## config.mk

```make
export PLATFORM = sky130hd
export DESIGN_NAME = param_clock_divider_flat
export DESIGN_NICKNAME = d
export VERILOG_FILES = /design/src/rtl/param_clock_divider_pkg.sv /design/src/rtl/param_clock_divider_if.sv /design/src/rtl/param_clock_divider.sv /design/src/flat_wrapper.sv
export SDC_FILE = /design/constraint.sdc
export NUM_CORES = 1
export LEC_CHECK = 0
export CORE_AREA = 2 2 96 75
export CTS_BUF_LIST = sky130_fd_sc_hd__clkbuf_8
export CTS_CLUSTER_SIZE = 25
export DETAILED_ROUTE_END_ITERATION = 10
export DIE_AREA = 0 0 98 77
export GPL_ROUTABILITY_DRIVEN = 0
export HOLD_SLACK_MARGIN = 0.02
export PLACE_DENSITY = 0.55
export SLEW_MARGIN = 20
export SYNTH_ARGS = -nofsm -noshare
export SYNTH_HDL_FRONTEND = slang
export SYNTH_SLANG_ARGS = --single-unit
```

## constraint.sdc

```tcl
create_clock -name i_ref_clk -period 3.76 [get_ports i_ref_clk]
set_clock_uncertainty 0.05 [all_clocks]
set_input_delay 0.564 -clock i_ref_clk [delete_from_list [all_inputs] [get_ports i_ref_clk]]
set_output_delay 0.564 -clock i_ref_clk [all_outputs]
set_load 0.05 [all_outputs]
```

## src/rtl/param_clock_divider_pkg.sv

```systemverilog
// Shared types, constants and the high-phase length helper for the
// parametrised clock divider.
package clk_div_pkg;

  // Operating mode: pass the reference clock through, or divide it.
  typedef enum logic {
    BYPASS = 1'b0,
    DIVIDE = 1'b1
  } div_state_e;

  // Smallest ratio that actually divides; 0 and 1 mean bypass.
  localparam int MIN_RATIO = 2;

  // Working width of the helper; the divider truncates the result back
  // to its own DIV_W (the result never exceeds the ratio it came from).
  localparam int FN_W = 32;

  // High-phase length: half the ratio, plus one for odd ratios when the
  // long phase is requested to be the high one.
  function automatic logic [FN_W-1:0] high_len(input logic [FN_W-1:0] ratio,
                                               input logic            duty);
    return (ratio >> 1) + {{(FN_W-1){1'b0}}, (ratio[0] & duty)};
  endfunction

endpackage

```

## src/rtl/param_clock_divider_if.sv

```systemverilog
// Configuration and output bundle of the clock divider. The divider takes
// the slave view; whoever configures it and consumes its outputs takes
// the master view.
interface param_clock_divider_if #(
  parameter int DIV_W = 8
);
  logic             i_clk_en;
  logic [DIV_W-1:0] i_div_ratio;
  logic             i_odd_duty_hi;
  logic             o_div_clk;
  logic             o_rise_tick;
  logic             o_fall_tick;
  logic [DIV_W-1:0] o_active_ratio;
  logic             o_bypass;

  modport master (
    output i_clk_en, i_div_ratio, i_odd_duty_hi,
    input  o_div_clk, o_rise_tick, o_fall_tick, o_active_ratio, o_bypass
  );

  modport slave (
    input  i_clk_en, i_div_ratio, i_odd_duty_hi,
    output o_div_clk, o_rise_tick, o_fall_tick, o_active_ratio, o_bypass
  );
endinterface

```

## src/rtl/param_clock_divider.sv

```systemverilog
// Runtime-ratio integer clock divider. Ratio, duty and enable are only
// sampled at divided-period boundaries, so reconfiguration never emits a
// runt pulse; leaving DIVIDE always happens in the low phase.
module param_clock_divider
  import clk_div_pkg::*;
#(
  parameter int DIV_W = 8
) (
  input  logic                  i_ref_clk,
  input  logic                  i_rst_n,
  param_clock_divider_if.slave  bus
);

  div_state_e       r_state;
  logic [DIV_W-1:0] r_cnt;
  logic [DIV_W-1:0] r_ratio;
  logic             r_duty;
  logic             r_div;
  logic             r_rise;
  logic             r_fall;
  logic             r_bypass;

  div_state_e       w_state_next;
  logic [DIV_W-1:0] w_cnt_next;
  logic [DIV_W-1:0] w_ratio_next;
  logic             w_duty_next;
  logic [DIV_W-1:0] w_high_next;
  logic             w_div_next;
  logic             w_rise_next;
  logic             w_fall_next;
  logic             w_cfg_valid;

  assign w_cfg_valid = bus.i_clk_en && (bus.i_div_ratio >= DIV_W'(MIN_RATIO));

  // Next state, counter and latched config; outputs derive from next values
  // so ticks and the div flop line up with the counter they describe.
  always_comb begin
    w_state_next = r_state;
    w_cnt_next   = r_cnt;
    w_ratio_next = r_ratio;
    w_duty_next  = r_duty;

    if (r_state == BYPASS) begin
      if (w_cfg_valid) begin
        w_state_next = DIVIDE;
        w_ratio_next = bus.i_div_ratio;
        w_duty_next  = bus.i_odd_duty_hi;
        w_cnt_next   = '0;
      end
    end else begin
      if (r_cnt == r_ratio - DIV_W'(1)) begin
        // Period boundary: the only point where inputs are honoured.
        w_cnt_next = '0;
        if (w_cfg_valid) begin
          w_ratio_next = bus.i_div_ratio;
          w_duty_next  = bus.i_odd_duty_hi;
        end else begin
          w_state_next = BYPASS;
          w_ratio_next = '0;
          w_duty_next  = 1'b0;
        end
      end else begin
        w_cnt_next = r_cnt + DIV_W'(1);
      end
    end

    w_high_next = DIV_W'(high_len(FN_W'(w_ratio_next), w_duty_next));
    w_div_next  = (w_state_next == DIVIDE) && (w_cnt_next < w_high_next);
    w_rise_next = (w_state_next == DIVIDE) && (w_cnt_next == '0);
    w_fall_next = (w_state_next == DIVIDE) && (w_cnt_next == w_high_next);
  end

  // State register with synchronous active-low reset taking priority.
  always_ff @(posedge i_ref_clk) begin
    if (!i_rst_n) begin
      r_state  <= BYPASS;
      r_cnt    <= '0;
      r_ratio  <= '0;
      r_duty   <= 1'b0;
      r_div    <= 1'b0;
      r_rise   <= 1'b0;
      r_fall   <= 1'b0;
      r_bypass <= 1'b1;
    end else begin
      r_state  <= w_state_next;
      r_cnt    <= w_cnt_next;
      r_ratio  <= w_ratio_next;
      r_duty   <= w_duty_next;
      r_div    <= w_div_next;
      r_rise   <= w_rise_next;
      r_fall   <= w_fall_next;
      r_bypass <= (w_state_next == BYPASS);
    end
  end

  // Clock-path mux cell: the only logic on the clock path, kept on one line
  // so it can be replaced by a library clock mux.
  assign bus.o_div_clk = r_bypass ? i_ref_clk : r_div;

  assign bus.o_rise_tick    = r_rise;
  assign bus.o_fall_tick    = r_fall;
  assign bus.o_active_ratio = r_ratio;
  assign bus.o_bypass       = r_bypass;

endmodule
```

## src/flat_wrapper.sv

```systemverilog
// flat-port wrapper written by rule: the top's interface ports become plain ports
module param_clock_divider_flat import clk_div_pkg::*;
#(
  parameter int DIV_W = 8
)
  (i_ref_clk, i_rst_n, bus_i_clk_en, bus_i_div_ratio, bus_i_odd_duty_hi, bus_o_div_clk, bus_o_rise_tick, bus_o_fall_tick, bus_o_active_ratio, bus_o_bypass);
  param_clock_divider_if #(.DIV_W(DIV_W)) bus_i ();
  input  logic i_ref_clk;
  input  logic i_rst_n;
  input wire logic [$bits(bus_i.i_clk_en)-1:0] bus_i_clk_en;
  input wire logic [$bits(bus_i.i_div_ratio)-1:0] bus_i_div_ratio;
  input wire logic [$bits(bus_i.i_odd_duty_hi)-1:0] bus_i_odd_duty_hi;
  output wire logic [$bits(bus_i.o_div_clk)-1:0] bus_o_div_clk;
  output wire logic [$bits(bus_i.o_rise_tick)-1:0] bus_o_rise_tick;
  output wire logic [$bits(bus_i.o_fall_tick)-1:0] bus_o_fall_tick;
  output wire logic [$bits(bus_i.o_active_ratio)-1:0] bus_o_active_ratio;
  output wire logic [$bits(bus_i.o_bypass)-1:0] bus_o_bypass;
  assign bus_i.i_clk_en = bus_i_clk_en;
  assign bus_i.i_div_ratio = bus_i_div_ratio;
  assign bus_i.i_odd_duty_hi = bus_i_odd_duty_hi;
  assign bus_o_div_clk = bus_i.o_div_clk;
  assign bus_o_rise_tick = bus_i.o_rise_tick;
  assign bus_o_fall_tick = bus_i.o_fall_tick;
  assign bus_o_active_ratio = bus_i.o_active_ratio;
  assign bus_o_bypass = bus_i.o_bypass;
  param_clock_divider #(.DIV_W(DIV_W)) u_core (.i_ref_clk(i_ref_clk), .i_rst_n(i_rst_n), .bus(bus_i));
endmodule
```

# Word level (Yosys, flattened, before mapping)
# Index checks and enable logic that the tools add are counted.
# totals
wordCells	37
out_inout_bits	12
regBits	22
in_bits	12
# op_classes
eq_ne	2
mux	15
magnitude_cmp	2
bitwise	2
addsub	3
reduce_logical	5
# op_table
operator	count
two-way mux 8 bit	7
== test 8 bit	2
adder 7 x 1 -> 8 bit	1
adder 8 x 1 -> 8 bit (second input constant)	1
greater-or-equal comparator 8 x 2 -> 1 bit (second input constant)	1
logical NOT 8 bit	1
< comparator 8 bit	1
two-way mux 1 bit	8
subtractor 8 x 1 -> 8 bit (second input constant)	1
logical AND 1 bit	4
AND 1 bit	1
NOT 1 bit	1

# Logic depth before layout (Yosys ltp)
# Gate-level depths: netlist of the first run.
# depth
depth_word	9
mapped_depth	24
mapped_depth_nobuf	22

==> flow_metrics.env, run 1 <==
export IMPL_status="finished, final reports clean"
export IMPL_cap_violations=0
export IMPL_overflow=0
export IMPL_cp_data_required_time_ns=3.15
export IMPL_vias=1645
export IMPL_placed_area_mm2=0.00221
export IMPL_cp_common_cell="clkbuf_8"
export IMPL_start_kind="clock port"
export IMPL_dp_hpwl_um=3820
export IMPL_max_stage_delay_ns=0.69
export IMPL_fp_dieArea_mm2=0.00755
export IMPL_synth_fp_nets=216
export IMPL_path_class="clk2out"
export IMPL_diodes=0
export IMPL_cp_cell_sequence="clkbuf_8 -> clkbuf_8 -> mux2_2 -> clkdlybuf4s50_1"
export IMPL_rows=26
export IMPL_min_period_ns=3.66
export IMPL_antenna_left=0
export IMPL_synthTopCellsByArea="dfxtp_1 (27%), ha_1 (9.3%), xnor2_1 (4.9%)"
export IMPL_drt_initial_drc_count=97
export IMPL_core_mm2=0.00660
export IMPL_grt_pass1_vias=1624
export IMPL_drc=0
export IMPL_reg2reg_slack_ns=0.15
export IMPL_post_synth_top_count_cell="dfxtp_1"
export IMPL_peakVddDrop_mv=0.139
export IMPL_drt_wl_total_um=4950
export IMPL_cts_tree="yes"
export IMPL_synth_largest_area_cell="dfxtp_1"
export IMPL_yosys_register_bits=22
export IMPL_area_growth_syn_to_layout_pct=58.4
export IMPL_slew_violations=0
export IMPL_wl_per_cell_um=14.4
export IMPL_synth_cell_types=48
export IMPL_antenna_found_initial=0
export IMPL_slew_headroom_pct=62.8
export IMPL_ctsHoldBuffers=0
export IMPL_netlist_area_mm2=0.00161
export IMPL_hold_viol_final=0
export IMPL_fmax_mhz=274
export IMPL_rsz0062_at_grt="yes"
export IMPL_clkTransAtPathRegs_ns=0.08
export IMPL_yosys_warnings=0
export IMPL_ys_seq_area_share_pct=27.3
export IMPL_synth_commonest_cells="dfxtp_1 (22), ha_1 (12), nor2b_1 (12)"
export IMPL_syn_inst=192
export IMPL_min_from="u_core.r_duty"
export IMPL_reg2reg_from="u_core.bus.o_active_ratio[0]"
export IMPL_port_buffers=23
export IMPL_reg2reg_to="u_core.r_div"
export IMPL_drive_above_1_share_pct=36.3
export IMPL_grt_use_total_pct=13.4
export IMPL_hold_class="reg2reg"
export IMPL_grt_first_pass_wirelength_um=8110
export IMPL_holdPathStages=2
export IMPL_end_kind="output pin"
export IMPL_postLayoutCoreUtil_pct=38.7
export IMPL_cpMaxStageDelayCell="clkdlybuf4s50_1"
export IMPL_start_util_pct=24.4
export IMPL_reg2regPathDepth=20
export IMPL_synthArstFlopShare_pct=0
export IMPL_via_per_inst=4.80
export IMPL_nets=284
export IMPL_cp_max_fo=2
export IMPL_insertion_delay_ns=0.37
export IMPL_synth_edff_count=0
export IMPL_p_leak_nw=1.00
export IMPL_num_io_pins=24
export IMPL_first_pass_iters=4
export IMPL_min_to="u_core.r_duty"
export IMPL_grt_max_degree=19
export IMPL_post_route_period_util_pct=97.3
export IMPL_fp_dieH_um=77
export IMPL_die_w_um=98
export IMPL_stdcell_area_mm2=0.00256
export IMPL_synth_avg_cell_area_um2=8.41
export IMPL_netlist_area_leader_share_pct=27.3
export IMPL_hold_ws_ns=0.492
export IMPL_cp_arrival_ns=3.04
export IMPL_tightest_slew_ns=0.556
export IMPL_p_per_area_mw_per_mm2=322
export IMPL_synth_ff_type="dfxtp_1"
export IMPL_setup_viol=0
[state kept, by name (all words and copies together), names as in the netlist]
register / cells
u_core.r_duty: 1
u_core.bus.o_bypass: 1
u_core.bus.o_active_ratio: 8
u_core.r_div: 1
u_core.bus.o_fall_tick: 1
u_core.r_cnt: 8
u_core.r_state: 1
u_core.bus.o_rise_tick: 1
[worst max-delay path by stage]
stage | start | end | cells after the start
floorplan | bus_i_div_ratio[4] | u_core.r_div | 20
global placement | bus_i_div_ratio[2] | u_core.r_div | 20
detailed placement | bus_i_div_ratio[2] | u_core.r_div | 20
CTS | u_core.bus.o_active_ratio[1] | u_core.r_div | 21
global route | u_core.bus.o_active_ratio[3] | u_core.r_div | 22
finish | i_ref_clk | bus_o_div_clk | 4
[area by class of cell]
type	instances	area [um^2]
clock buffers	8	106
fillers	670	4050
inverters	10	40.0
multi-input cells	152	1280
flip-flops and latches	22	459
well taps	84	105
repair buffers	67	561
[per-layer routing]
metal	vias to the layer above	track usage, %	part of all wire [%]
met1	779	19.5	50
met3	3	2.10	3.5
met2	33	20.3	46
li1	830	-	-
met4	0	3.61	0.77
met5	-	0	0
[critical path: cells and delay by family]
kind	cells	cell delay, ns
buffers and inverters	3	0.91
multiplexers	1	0.25
[layout by cell type, fill, tap and decap left out, types with 3 or more instances in the layout]
master,instances
nand4_1,5
clkbuf_8,7
dfxtp_2,3
buf_4,44
a32oi_1,3
mux2i_1,3
nor2b_1,12
a22oi_1,4
a21oi_1,8
o21ai_1,3
ha_4,4
dfxtp_4,4
xor2_1,5
xnor2_1,7
ha_1,8
nor3_1,3
clkdlybuf4s50_1,19
and2_1,7
nand2b_1,7
dfxtp_1,15
nand3_1,9
nand2_1,6
nor2_1,8
a31oi_1,3
inv_1,7
[what timing repair did]
action | 4_1_cts | 5_1_grt
gates resized for setup | 19 | 21
buffers inserted | 3 | 7
pin swaps | 14 | 20
endpoints found under the setup margin | 2 | 2
[per-stage QoR]
stage | total power [mW] | TNS (ns) | worst slack, ns | instances
4_1_cts | 0.808 | 0 | 0.00543 | 336
3_3_place_gp | 0.536 | -1.11 | -0.668 | 326
2_1_floorplan | 0.430 | -0.159 | -0.159 | 192
3_5_place_dp | 0.538 | -1.14 | -0.684 | 326
5_1_grt | 0.869 | -0.120 | -0.120 | 343
6_report | 0.823 | 0 | 0.103 | 343
[report_power, final]
part	leakage (nW)	switching, mW	total, mW	internal, mW
sequential	0.184	0.0161	0.260	0.244
clock	0.0585	0.129	0.309	0.180
combinational	0.758	0.128	0.254	0.126
[logic make-up after synthesis]
kind of cell,Yosys count,share of synthesized area [%]
adders and majority gates,12,9.30
muxes,5,3.26
xor gates and xnor gates,15,8.14
buffers and inverters,18,4.96
and+or+nand+nor,80,28.1
DFF,22,27.3
AOI/OAI and AO/OA,40,18.9
(Power assumes the default switching activity.)
==> inputs of run 2 (changes only) <==
SLEW_MARGIN = default   (was 20)
==> results of run 2 <==
The final DEF is identical to that of run 1; final timing and power are the same.
==> patch 1: new RTL, flow settings as in run 1 <==
`DIV_W` is set to 8 in 3 places; all go to 10.
--- a/src/rtl/param_clock_divider_if.sv
+++ b/src/rtl/param_clock_divider_if.sv
@@ -2,7 +2,7 @@
 // the slave view; whoever configures it and consumes its outputs takes
 // the master view.
 interface param_clock_divider_if #(
-  parameter int DIV_W = 8
+  parameter int DIV_W = 10
 );
   logic             i_clk_en;
   logic [DIV_W-1:0] i_div_ratio;
--- a/src/rtl/param_clock_divider.sv
+++ b/src/rtl/param_clock_divider.sv
@@ -4,7 +4,7 @@
 module param_clock_divider
   import clk_div_pkg::*;
 #(
-  parameter int DIV_W = 8
+  parameter int DIV_W = 10
 ) (
   input  logic                  i_ref_clk,
   input  logic                  i_rst_n,
--- a/src/flat_wrapper.sv
+++ b/src/flat_wrapper.sv
@@ -1,7 +1,7 @@
 // flat-port wrapper written by rule: the top's interface ports become plain ports
 module param_clock_divider_flat import clk_div_pkg::*;
 #(
-  parameter int DIV_W = 8
+  parameter int DIV_W = 10
 )
   (i_ref_clk, i_rst_n, bus_i_clk_en, bus_i_div_ratio, bus_i_odd_duty_hi, bus_o_div_clk, bus_o_rise_tick, bus_o_fall_tick, bus_o_active_ratio, bus_o_bypass);
   param_clock_divider_if #(.DIV_W(DIV_W)) bus_i ();
Interface: changed (resized bus_i_div_ratio and bus_o_active_ratio); port bits go from 24 to 28. The function was not compared with the original's and may differ.
==> patch 1 against run 1 <==
- the run now ends with setup timing left
- cell area rose by 21%
- total power increased by 22%
- count of clock-buffer cells in the layout did not move
- wire length increased by 42%
- critical path depth rose by 12
- die area did not move
- global-route usage is 5.8 points higher
- sequential cell count rose by 4
- core utilization rose by 8.2 points
- synthesized area increased by 33%
- clock power increased by 6.8%
- worst setup slack got worse by 0.26 ns
- maximum frequency down 6.9%
- critical path type is now reg2reg
==> patch 1: results (changes against run 1) <==
| Metric | Value |
|---|---|
| Mux cell area share after synthesis | `0.524% (-2.7 points)` |
| Worst slack, placed | `-0.176 ns (+0.509 ns)` |
| LEAKAGE | `1.29 nW (+29%)` |
| Clk slew on worst S/H paths | `0.10 ns (+0.02 ns)` |
| Net count, final | `365 (+29%)` |
| Worst Tran Pin Value | `0.596 ns (+0.0401 ns)` |
| Number of port buffers | `27 (+17%)` |
| Layout Cells excl Fill | `420 (+22%)` |
| Worst hold stages | `2 (unchanged)` |
| Gate Count Post-Synth | `258 (+34%)` |
| Syn_nets | `286 (+32%)` |
| Global-route wire length before repair | `11.1 mm (+37%)` |
| # setup viols final | `2 (+2)` |
| R2R Path Start | `u_core.bus.o_active_ratio[2]` |
| Max stage delay on crit path | `0.43 ns (-0.26 ns)` |
| Synth top area cells | `dfxtp_1, ha_1, and2_1, nand2_1, xnor2_1` |
| Commonest cells post-synth | `dfxtp_1, nand2_1, and2_1, ha_1, inv_1` |
| Synth Area in Compound Gates | `24.4% (+5.5 points)` |
| Synth Area in Adders | `8.16% (-1.1 points)` |
| Synth Area in XOR/XNOR | `8.45% (+0.31 points)` |
| Worst-path maximum fanout | `4 (+2)` |
| Inst Count DP | `409 (+25%)` |
| Ys Warns | `0 (unchanged)` |
| Fin worst setup slack | `-0.155 ns (-0.257 ns)` |
| Later-pin clock latency in the skew report | `0.39 ns (+0.02 ns)` |
| Design internal power | `0.000644 W (+17%)` |
| Top FF cell, synth | `dfxtp_1` |
| DP Area | `2910 um^2 (+32%)` |
| Iter 0 DRT Violations | `115 (+19%)` |
| Vias in the first global route | `2,148 (+32%)` |
| Sequential fraction of the synthesis area | `24.2% (-3.0 points)` |
| Critical path class | `reg2reg` |
| Vias per inst | `5.19 (+8.1%)` |
| P_seq | `0.000310 W (+19%)` |
| Crit path max-delay family | `simple AND/OR/NAND/NOR gates` |
| Worst R2R Path Depth | `16 (-20%)` |
| Clock network power share | `32.9% (-4.7 points)` |
| Total GRT Usage | `19.1% (+5.8 points)` |
| VDD IR max | `0.139 mV (-0.53%)` |
| Crit-path slowest cell | `or4_4` |
| Failing checks | `setup timing` |
| Final wirelength | `7.01 mm (+42%)` |
| Worst Path Arrival | `4.15 ns (+1.11 ns)` |
| Status | `finished, violations left` |
| Largest net degree at the start of global routing | `23 (+4)` |
| Crit Reg-Reg Endpoint | `u_core.r_div` |
| Hold Startpoint | `u_core.r_duty` |
| DP HPWL | `5.55 mm (+45%)` |
| Sum Neg Setup Slack | `-0.286 ns (-0.286 ns)` |
| Layout cell share with drive strength beyond 1 | `29.8% (-6.5 points)` |
| Yosys cell types | `61 (+27%)` |
## patch 1: cell types whose count changed after synthesis, moves of 4 or more
cell	run 1	this run
dfxtp_1	22	26
nand2_1	7	25
inv_1	9	13
and2_1	8	23
a32oi_1	4	0
clkbuf_1	3	8
nor2b_1	12	6
o21ai_0	3	10
## patch 1: per-stage QoR
| step | power, W | hold WS, ns |
|---|---|---|
| 3_5_place_dp | 0.000706 | 0.419 |
| 4_1_cts | 0.00100 | 0.435 |
| 2_1_floorplan | 0.000550 | 0.394 |
| 6_report | 0.00100 | 0.430 |
| 5_1_grt | 0.00106 | 0.473 |
| 3_3_place_gp | 0.000706 | 0.427 |
## patch 1: cell type report
cell class                      instances  area [um^2]
Clock buffer                            8          106
Timing Repair Buffer                   80          669
Inverter                               13         48.8
Tap cell                               84          105
Fill cell                             675         3510
Sequential cell                        26          544
Multi-Input combinational cell        209         1620
## patch 1: worst max-delay path by stage
stage,cells past startpoint,to,slack [ns]
2_1_floorplan,16,u_core.r_div,-0.17
6_report,16,u_core.r_div,-0.15
4_1_cts,17,u_core.r_div,-0.07
3_3_place_gp,17,u_core.r_div,-0.12
5_1_grt,18,u_core.r_div,-0.30
3_5_place_dp,17,u_core.r_div,-0.18
## patch 1: repair_timing
item	in CTS	in global routing
buffers inserted	3	1
gates cloned	0	0
setup endpoints to repair	2	2
hold endpoints to repair	0	0
resized for setup	6	6
pin swaps	4	12
hold buffers	0	0
## patch 1: layer usage
layer / up-vias / part of all wire, % / track usage [%]
li1: 1099 / - / -
met1: 1022 / 53 / 28.9
met2: 52 / 41 / 27.1
met3: 5 / 5.3 / 3.37
met4: 0 / 1.0 / 6.11
met5: - / 0 / 0
==> patch 2: new RTL, flow settings as in run 1 <==
Without the edit above. Make the reset (`i_rst_n`) asynchronous in one clocked block. Comments in the files are not updated.
--- a/src/rtl/param_clock_divider.sv
+++ b/src/rtl/param_clock_divider.sv
@@ -71,7 +71,7 @@
   end
 
   // State register with synchronous active-low reset taking priority.
-  always_ff @(posedge i_ref_clk) begin
+  always_ff @(posedge i_ref_clk or negedge i_rst_n) begin
     if (!i_rst_n) begin
       r_state  <= BYPASS;
       r_cnt    <= '0;
Formal check against the unedited RTL: differs if i_rst_n is asserted again (counterexample within 4 cycles, from zero or initial values and one cycle with i_rst_n low); with i_rst_n held inactive, the same outputs for 10 cycles.
==> patch 2 against run 1 <==
- worst hold slack worse by 0.39 ns
- wire length is 6.3% lower
- first-iteration DRC count rose by 3.1%
- synthesized area decreased by 0.93%
- critical path depth is 13 higher
- global-route usage down 0.50 points
- die area unchanged
- worst setup slack got worse by 0.072 ns
- cell area down 5.5%
- sequential cell count is the same
- critical path type is now reg2reg
- largest cell class unchanged
- highest routed layer unchanged
Power is left out: it rests on default switching activity, and per cell area and clock period it moved more than threefold.
==> patch 2: results (changes against run 1) <==
| Metric | Value |
|---|---|
| Largest net degree at the start of global routing | `23 (+4)` |
| Worst-path maximum fanout | `4 (+2)` |
| DP HPWL | `3.68 mm (-3.7%)` |
| Layout cell share with drive strength beyond 1 | `32.8% (-3.5 points)` |
| Global-route wire length before repair | `7.57 mm (-6.6%)` |
| Worst Hold Class | `in2async` |
| Crit path max-delay family | `compound AO/OA/AOI/OAI gates` |
| Sequential fraction of the synthesis area | `34.5% (+7.2 points)` |
| Ant diodes | `0 (unchanged)` |
| Net count, final | `257 (-9.5%)` |
| Synth top area cells | `dfrtp_1, ha_1, xor2_1, xnor2_1, a22o_1` |
| Worst Tran Pin Value | `0.519 ns (-0.0367 ns)` |
| DR pass1 iterations | `4 (unchanged)` |
| Initial antenna violation count | `0 (unchanged)` |
| Final wirelength | `4.64 mm (-6.3%)` |
| Status | `finished, final reports clean` |
| Yosys cell types | `48 (unchanged)` |
| Fill cells | `672 (+0.30%)` |
| Number of port buffers | `23 (unchanged)` |
| Ys Warns | `0 (unchanged)` |
| Commonest cells post-synth | `dfrtp_1, ha_1, nand2_1, xor2_1, inv_1` |
| Max stage delay on crit path | `0.47 ns (-0.22 ns)` |
| Later-pin clock latency in the skew report | `0.37 ns (about the same)` |
| Vias per inst | `4.82 (+0.49%)` |
| Syn_nets | `192 (-11%)` |
| Worst Path Arrival | `3.95 ns (+0.91 ns)` |
| Vias in the first global route | `1,475 (-9.2%)` |
| Clk slew on worst S/H paths | `~0.090 ns` |
| Crit-path slowest cell | `o41a_1` |
| Ys async rst share | `100% (+100 points)` |
| Total GRT Usage | `12.9% (-0.50 points)` |
| Iter 0 DRT Violations | `100 (+3.1%)` |
[patch 2: cell types whose count changed after synthesis, sizes merged, moves of 5 or more]
cell	change
and2	-6
dfrtp	+21
a22o	+6
dfxtp	-22
a21oi	-8
nor2b	-9
o21ai	+5
[patch 2: worst register-to-register path: stages, from the launching register on]
cell and delay [ns]:
dfrtp_2 0.41, inv_2 0.05, ha_4 0.15, o311a_1 0.36
o41a_1 0.47, or3_4 0.41, a22o_1 0.23, and2_4 0.15
ha_4 0.17, ha_4 0.26, inv_2 0.03, ha_4 0.20
nor2b_1 0.12, o21ai_1 0.11, nand2b_1 0.07, a21oi_1 0.14
nor2_1 0.08, a2111oi_4 0.18
[patch 2: through the flow]
step | setup TNS (ns) | worst slack [ns] | instances | cell area, um^2
floorplan | -0.134 | -0.134 | 168 | 1640
finish | 0 | 0.0311 | 316 | 2410
detailed placement | -0.194 | -0.194 | 304 | 2210
CTS | -0.0688 | -0.0688 | 311 | 2320
global route | -0.136 | -0.126 | 316 | 2410
global placement | -0.107 | -0.107 | 304 | 2210
[patch 2: kinds of logic after synthesis]
| family | after synthesis | share of synthesized area (%) |
|---|---|---|
| flops | 22 | 34.5 |
| simple gates | 60 | 21.2 |
| fa+ha+maj | 12 | 9.39 |
| mux | 3 | 1.96 |
| xor+xnor | 19 | 10.9 |
| compound gates | 36 | 17.2 |
| buf+inv | 16 | 4.85 |
[patch 2: final timing paths]
kind / cells past startpoint / startpoint / slack (ns) / endpoint
worst max-delay path: 17 / u_core.bus.o_active_ratio[1] / 0.03 / u_core.r_div
worst max register to register: 17 / u_core.bus.o_active_ratio[1] / 0.03 / u_core.r_div
worst min-delay path: 1 / i_rst_n / 0.10 / u_core.r_div
min in group i_ref_clk: 2 / u_core.r_duty / 0.55 / u_core.r_duty
worst min register to register: 2 / u_core.r_duty / 0.55 / u_core.r_duty
max in group asynchronous: 1 / i_rst_n / 3.19 / u_core.bus.o_active_ratio[0]
[patch 2: cell type report]
class,count,area share (%)
Multi-Input combinational cell,130,44.3
Sequential cell,22,23.1
Timing Repair Buffer,63,21.8
Tap cell,84,4.35
Clock buffer,7,3.83
Inverter,9,1.40
Clock inverter,1,1.24
[patch 2: layer usage]
layer | track usage (%) | vias up | share of wire, %
li1 | - | 750 | -
met3 | 3.37 | 3 | 5.5
met5 | 0 | - | 0
met1 | 18.5 | 737 | 49
met2 | 18.4 | 33 | 44
met4 | 4.72 | 0 | 0.88
[patch 2: repair_timing]
item	CTS	global route
endpoints found under the setup margin	1	2
setup buffers	0	5
cloned	0	0
gates resized for setup	1	10
pin swaps	0	20
